[config.mk]
export PLATFORM = sky130hd
export DESIGN_NAME = ahb_slave_2
export DESIGN_NICKNAME = d
export VERILOG_FILES = /design/src/rtl/ahb_slave_2_pkg.sv /design/src/rtl/ahb_slave_2.sv
export SDC_FILE = /design/constraint.sdc
export NUM_CORES = 1
export LEC_CHECK = 0
export BUFFER_PORTS_ARGS = -buffer_cell sky130_fd_sc_hd__buf_2
export CAP_MARGIN = 20
export CORE_MARGIN = 4
export CORE_UTILIZATION = 53
export CTS_CLUSTER_DIAMETER = 100
export DETAILED_ROUTE_END_ITERATION = 6
export PLACE_DENSITY = 0.81
export SKIP_CTS_REPAIR_TIMING = 1
export SLEW_MARGIN = 20
export SYNTH_ARGS = -nofsm -noshare
export SYNTH_HDL_FRONTEND = slang
export SYNTH_SLANG_ARGS = --single-unit
[constraint.sdc]
create_clock -name hclk -period 3.35 [get_ports hclk]
set_clock_uncertainty 0.15 [all_clocks]
set_input_delay 0.8375 -clock hclk [delete_from_list [all_inputs] [get_ports hclk]]
set_output_delay 0.8375 -clock hclk [all_outputs]
set_load 0.01 [all_outputs]
[src/rtl/ahb_slave_2_pkg.sv]
// Shared definitions for the AES configuration slave: register offsets
// relative to BASE_ADDR, the mode-flag width and its type.
package ahb_slave_2_pkg;

   localparam logic [31:0] OFS_RD_LOC = 32'h0000_0000;
   localparam logic [31:0] OFS_WR_LOC = 32'h0000_0004;
   localparam logic [31:0] OFS_KEY0   = 32'h0000_0008;
   localparam logic [31:0] OFS_KEY1   = 32'h0000_000C;
   localparam logic [31:0] OFS_KEY2   = 32'h0000_0010;
   localparam logic [31:0] OFS_KEY3   = 32'h0000_0014;
   localparam logic [31:0] OFS_SIZE   = 32'h0000_0018;
   localparam logic [31:0] OFS_FLAG   = 32'h0000_001C;

   localparam int FLAG_W = 2;

   typedef logic [FLAG_W-1:0] flag_t;

endpackage

[src/rtl/ahb_slave_2.sv]
// AHB-Lite style configuration slave for the AES accelerator.
// Holds source/destination addresses, the 128-bit key, data size and mode
// flag; zero-wait-state single-word transfers with full readback.
// Optional build macro AHB_SLAVE_KEY_READ_MASK_EN makes the key write-only
// from the bus (key offsets read as zero); the key output is unaffected.
module ahb_slave_2
   import ahb_slave_2_pkg::*;
#(
   parameter logic [31:0] BASE_ADDR = 32'h0000_0000
) (
   input  logic         hclk,
   input  logic         hreset,
   input  logic [31:0]  haddr,
   input  logic         hwrite,
   input  logic         hready,
   input  logic [31:0]  hwdata,
   output logic         hreadyout,
   output logic [31:0]  hrdata,
   output logic [31:0]  data_read_loc,
   output logic [31:0]  data_write_loc,
   output logic [127:0] key,
   output logic [31:0]  size_data,
   output logic [1:0]   flag
);

   logic [31:0]  addr_q,   addr_d;
   logic         write_q,  write_d;
   logic [31:0]  rd_loc_q, rd_loc_d;
   logic [31:0]  wr_loc_q, wr_loc_d;
   logic [127:0] key_q,    key_d;
   logic [31:0]  size_q,   size_d;
   flag_t        flag_q,   flag_d;

   logic [31:0]  ofs_s;
   logic [31:0]  hrdata_s;

   // Full 32-bit offset of the pending transfer; anything outside the
   // eight exact offsets falls to the default arm and is unmapped.
   always_comb begin
      ofs_s = addr_q - BASE_ADDR;
   end

   // Next-state: latch a new address phase and commit the pending write
   // on every hready cycle; address and data phases overlap.
   always_comb begin
      addr_d   = addr_q;
      write_d  = write_q;
      rd_loc_d = rd_loc_q;
      wr_loc_d = wr_loc_q;
      key_d    = key_q;
      size_d   = size_q;
      flag_d   = flag_q;
      if (hready) begin
         addr_d  = haddr;
         write_d = hwrite;
         if (write_q) begin
            case (ofs_s)
               OFS_RD_LOC: rd_loc_d         = hwdata;
               OFS_WR_LOC: wr_loc_d         = hwdata;
               OFS_KEY0:   key_d[127:96]    = hwdata;
               OFS_KEY1:   key_d[95:64]     = hwdata;
               OFS_KEY2:   key_d[63:32]     = hwdata;
               OFS_KEY3:   key_d[31:0]      = hwdata;
               OFS_SIZE:   size_d           = hwdata;
               OFS_FLAG:   flag_d           = hwdata[FLAG_W-1:0];
               default:    rd_loc_d         = rd_loc_q;  // unmapped: write dropped
            endcase
         end else begin
            rd_loc_d = rd_loc_q;  // read data phase: no register change
         end
      end else begin
         addr_d = addr_q;  // bus stalled: hold the pipeline
      end
   end

   // State register; reset wins over everything and drops a pending write.
   always_ff @(posedge hclk) begin
      if (hreset) begin
         addr_q   <= 32'h0;
         write_q  <= 1'b0;
         rd_loc_q <= 32'h0;
         wr_loc_q <= 32'h0;
         key_q    <= 128'h0;
         size_q   <= 32'h0;
         flag_q   <= '0;
      end else begin
         addr_q   <= addr_d;
         write_q  <= write_d;
         rd_loc_q <= rd_loc_d;
         wr_loc_q <= wr_loc_d;
         key_q    <= key_d;
         size_q   <= size_d;
         flag_q   <= flag_d;
      end
   end

   // Combinational read mux for the data phase of a read transfer.
   always_comb begin
      hrdata_s = 32'h0;
      if (!write_q) begin
         case (ofs_s)
            OFS_RD_LOC: hrdata_s = rd_loc_q;
            OFS_WR_LOC: hrdata_s = wr_loc_q;
`ifdef AHB_SLAVE_KEY_READ_MASK_EN
            OFS_KEY0:   hrdata_s = 32'h0;
            OFS_KEY1:   hrdata_s = 32'h0;
            OFS_KEY2:   hrdata_s = 32'h0;
            OFS_KEY3:   hrdata_s = 32'h0;
`else
            OFS_KEY0:   hrdata_s = key_q[127:96];
            OFS_KEY1:   hrdata_s = key_q[95:64];
            OFS_KEY2:   hrdata_s = key_q[63:32];
            OFS_KEY3:   hrdata_s = key_q[31:0];
`endif
            OFS_SIZE:   hrdata_s = size_q;
            OFS_FLAG:   hrdata_s = {{(32-FLAG_W){1'b0}}, flag_q};
            default:    hrdata_s = 32'h0;
         endcase
      end else begin
         hrdata_s = 32'h0;
      end
   end

   assign hreadyout      = 1'b1;
   assign hrdata         = hrdata_s;
   assign data_read_loc  = rd_loc_q;
   assign data_write_loc = wr_loc_q;
   assign key            = key_q;
   assign size_data      = size_q;
   assign flag           = flag_q;

endmodule

Word level (Yosys, flattened, before mapping)
Cells that the tools add are included.
{"block": "totals", "reg_bits": 259, "elab_cells": 28, "output_inout_bits": 259, "input_bits": 68}
{"block": "classes", "n_reduce_logical": 9, "n_eq_ne": 7, "n_mux": 2}
{"cell": "$pmux 32 s8", "n": 1}
{"cell": "$eq 32x5->1 const B", "n": 4}
{"cell": "$eq 32x4->1 const B", "n": 2}
{"cell": "$eq 32x3->1 const B", "n": 1}
{"cell": "$logic_not 32->1", "n": 1}
{"cell": "$mux 32", "n": 1}
{"cell": "$reduce_and 3->1", "n": 8}

Logic depth before layout (Yosys ltp)
{"block": "depth", "depth_word": 3, "mapped_depth": 7, "ltp_nobuf": 4}

Least setup slack after synthesis
Ideal clock, no wire load.
{"block": "synth_path", "path_kind": "reg2out", "start": "register addr_q[13]", "end": "output port hrdata[23]", "path_slack_ns": 0.521, "required_ns": 2.362, "arrival_ns": 1.841, "stages_incl_launch_ff": 6, "n_path_buf": 1, "cell_sequence": "dfxtp_1 or4_4 nor4_4 nand3_1 clkbuf_1 a21oi_1"}
{"block": "synth_between", "elab_chain_len": 3, "word_cells_on_any_way": 10, "cone_classes": "7 x eq/ne; 2 x mux; 1 x reduce/logical"}
{"element": "start, declared", "line": "ahb_slave_2.sv:26", "source": "logic [31:0] addr_q, addr_d;"}
{"element": "start signal, assigned", "line": "ahb_slave_2.sv:87", "source": "addr_q <= addr_d;"}
{"element": "$eq 32x5->1 (tied with other cells)", "line": "ahb_slave_2.sv:101", "source": "case (ofs_s)"}
{"element": "$pmux 32 s8 (*)", "line": "ahb_slave_2.sv:101"}
{"element": "$mux 32 (*)", "line": "ahb_slave_2.sv:100", "source": "if (!write_q) begin"}
{"element": "end, declared", "line": "ahb_slave_2.sv:18", "source": "output logic [31:0] hrdata,"}
Every way passes the cells marked *; elsewhere a longest branch is shown, timed or not.

Worst setup path after layout
{"block": "layout_path", "start": "register addr_q[19]", "end": "output port hrdata[27]"}
Same word-level chain as after synthesis.

==> impl_results.md <==
- Final max-slew violation count: 0
- Fillers: 1721
- Die Area: 0.0252 mm2
- Die Wd: between 150 and 200 um
- Clk sinks: around 260
- RR Endpoint: data_read_loc[12]
- Post-Synthesis Net Count: roughly 1200
- Synthesized netlist cell count: approximately 1200
- Starting DRT DRC Count: approximately 720
- Initial antenna violation count: 2
- Switching Fraction: 0.238
- Post-synth cell types: 35
- Pwr Density: 424 mW/mm2
- Final Non-Filler Cells: 1776
- CTS H-tree depth: 1
- Final hold vios: 0
- Combinational family with the most area after synthesis: multiplexers
- Setup WS post-layout: -0.0163 ns
- GRT Overall Usage: 0.277
- Hold Crit Endpoint: key[15]
- Sequential fraction of the synthesis area: 0.430
- Nets: 1546
- Clk slew on worst S/H paths: roughly 0.070 ns
- Worst-skew pair later-pin latency: 0.52 ns
- Buf/Inv on CP: 2
- # setup viols final: 9
- Wire per inst: between 20 and 25 um
- DRC Markers: 0
- Worst-case reg-to-reg path depth: 6
- Site Rows: 54
- Status: finished, violations left
- Worst path required time: around 2.4 ns
- Flops & latches, synth: roughly 260
- Synth async-reset ratio: 0
- Clock root cell: clkbuf_16
- DIE HEIGHT: approximately 160 um
- Top delay family on crit path: simple AND/OR/NAND/NOR gates
- CTS tree: yes
- Post-synthesis simple-gate area fraction: 0.194
- Syn avg cell area: 10.3 um2
- Warnings from Yosys: 0
- Share of post-route cells with drive strength above 1: 0.339
- Hold WS: 0.333 ns
- R2r setup slk: 0.86 ns
- Seq pwr share: 0.490
- First-pass GRT wire length: between 50000 and 60000 um
- Crit path arrival time: between 2 and 2.5 ns
- Post-DP Area: 0.0141 mm2
- Synth Area in Adders: 0
- Power consumption: 6.38 mW
- Io pins: roughly 330
- Post-synth EDFFs: 0
- Cell area after layout: ~0.015 mm2
- Vias in the first global route: around 10000
- Hold path depth: 2
- Gr ovfl total: 0
- Crit start category: register
- Placed cells: 1727
- Worst-path maximum fanout: 14
- Initial Util: 0.546
- Leak pwr: ~7.7 nW
- Fmax: 297 MHz
- WL final: 37000 um
- Combinational Power Share: 0.071
- Post-synthesis cell area: about 0.012 mm2
- Synth Area in XOR/XNOR: 0
- Post-synthesis mux area share: 0.304
- CP cell instances: or4_4, nor4_4, nand3_2, buf_8, a21oi_1, buf_2
- VDD IR max: slightly below 0.3 mV
- Largest net degree at the start of global routing: roughly 70
- Core box area: around 0.022 mm2
- Final Cycle Share: 1.00
- Synth Area in Compound Gates: 0.0376
- Hold wc startpoint: key[15]
- Reg-to-Reg Start: addr_q[5]
- Synthesis-to-finish area growth: 24.8%
- Psw: ~1.5 mW
- Slew HR: 0.523
- Number of buffers added on ports: around 330
- DRT Pass-1 Iters: 5
- Routability cong.: 0.869
- Vias per inst: ~5.7
- Setup CP Type: register to output pin
- Slew of the pin with the lowest slew margin: just over 0.7 ns
- Worst path slowest cell: or4_4
- Failing checks: setup timing
- CTS Buf Count: 27
- RSZ-0062 raised after global routing: yes
- Hpwl dp: 25700 um
- Int Power: a little under 5 mW
- Max-cap violation count: 0
- Pre-CTS setup slack: 0.370 ns
- Tightest Hold Check Type: register to register
- Clk network pwr share: 0.439
- DR vias: slightly above 10000
- Crit. End Element: output pin
- Final worst path period need: 3.37 ns
- CTS Buffer Depth: 3
- Prevailing post-synth register cell: dfxtp_1
- Antenna Nets Post-Route: 0
- Slowest stage delay, CP: 0.58 ns
placed cells by master, fill, tap and decap left out, types with 2 or more instances in the layout:
| cell type | count |
|---|---|
| a21oi_1 | 23 |
| a21oi_2 | 7 |
| a221oi_1 | 22 |
| and3_1 | 8 |
| buf_12 | 5 |
| buf_2 | 324 |
| buf_4 | 42 |
| buf_6 | 3 |
| clkbuf_1 | 4 |
| clkbuf_16 | 27 |
| clkbuf_8 | 4 |
| clkinv_2 | 4 |
| clkinvlp_4 | 5 |
| dfxtp_1 | 256 |
| dfxtp_4 | 2 |
| mux2_2 | 52 |
| mux2i_1 | 299 |
| mux4_2 | 4 |
| nand2_1 | 23 |
| nand2b_1 | 259 |
| nand3_2 | 3 |
| nand4_1 | 10 |
| nand4_4 | 3 |
| nor2_1 | 36 |
| nor2_2 | 4 |
| nor3_1 | 23 |
| nor4_1 | 5 |
| nor4_4 | 2 |
| o211ai_1 | 8 |
| o22ai_1 | 8 |
| or4_4 | 3 |
| or4b_4 | 2 |
tightest hold or removal path, cell delays in order, from the launching register on:
cell      delay, ns
dfxtp_1        0.32
nand2b_1       0.06
mux2i_1        0.06
cells by family (layout without fill, tap and decap cells):
kind of cell           count (synthesis)  in the layout
DFF                                  259            259
buffers and inverters                 95            421
AOI/OAI and AO/OA                     68             68
other                                  1              2
muxes                                355            355
and+or+nand+nor                      391            391
area by class of cell:
cell class              instances  area (um2)  area share
diodes                          1        2.50    0.000166
well taps                     280         350      0.0233
clock buffers                  35         746      0.0496
flip-flops and latches        259        5190       0.345
clock inverters                11        75.1     0.00499
multi-input cells             815        6590       0.438
repair buffers                375        2090       0.139
sequential cells by signal, summed over array words and instances (netlist names):
register / flops
addr_q: 32
data_read_loc: 32
data_write_loc: 32
flag: 2
key: 128
size_data: 32
write_q: 1
metrics by stage:
stage | utilization | TNS [ns]
floorplan | - | 0
global placement | 0.638 | 0
detailed placement | 0.638 | 0
CTS | 0.675 | -1.81
global route | 0.681 | -1.48
finish | 0.681 | -0.0952
worst max-delay path by stage:
stage	startpoint	end	slack [ns]	depth (start not counted)
finish	addr_q[19]	hrdata[27]	-0.02	6
global placement	addr_q[5]	hrdata[10]	0.41	6
floorplan	addr_q[13]	hrdata[23]	0.52	5
detailed placement	addr_q[5]	hrdata[10]	0.37	6
CTS	addr_q[5]	hrdata[10]	-0.18	6
global route	addr_q[19]	hrdata[12]	-0.08	6
layer usage:
metal	vias up	global-route usage	routed length (um)
li1	4690	-	-
met1	4940	0.357	15400
met2	449	0.473	17900
met3	89	0.0500	2600
met4	2	0.0888	1110
met5	-	0	12
synth_stat cells (all sizes together) (4+ instances only):
master	instances	area [um2]
a21oi	30	150
a221oi	22	193
and3	8	50.1
buf	39	195
clkbuf	56	210
dfxtp	259	5180
mux2	52	586
mux2i	299	2990
mux4	4	90.1
nand2	23	86.3
nand2b	260	1630
nand4	13	100
nor2	41	156
nor3	25	130
nor4	8	71.3
o211ai	8	60.1
o22ai	8	50.1
power groups by stage:
stage	clock network, mW	registers [mW]	logic [mW]
global route	2.99	3.13	0.482
global placement	0	3.19	0.427
finish	2.80	3.13	0.456
floorplan	0	3.18	0.278
CTS	2.85	3.12	0.433
detailed placement	0	3.19	0.431
Note: power is estimated with default switching activity, not from simulation.
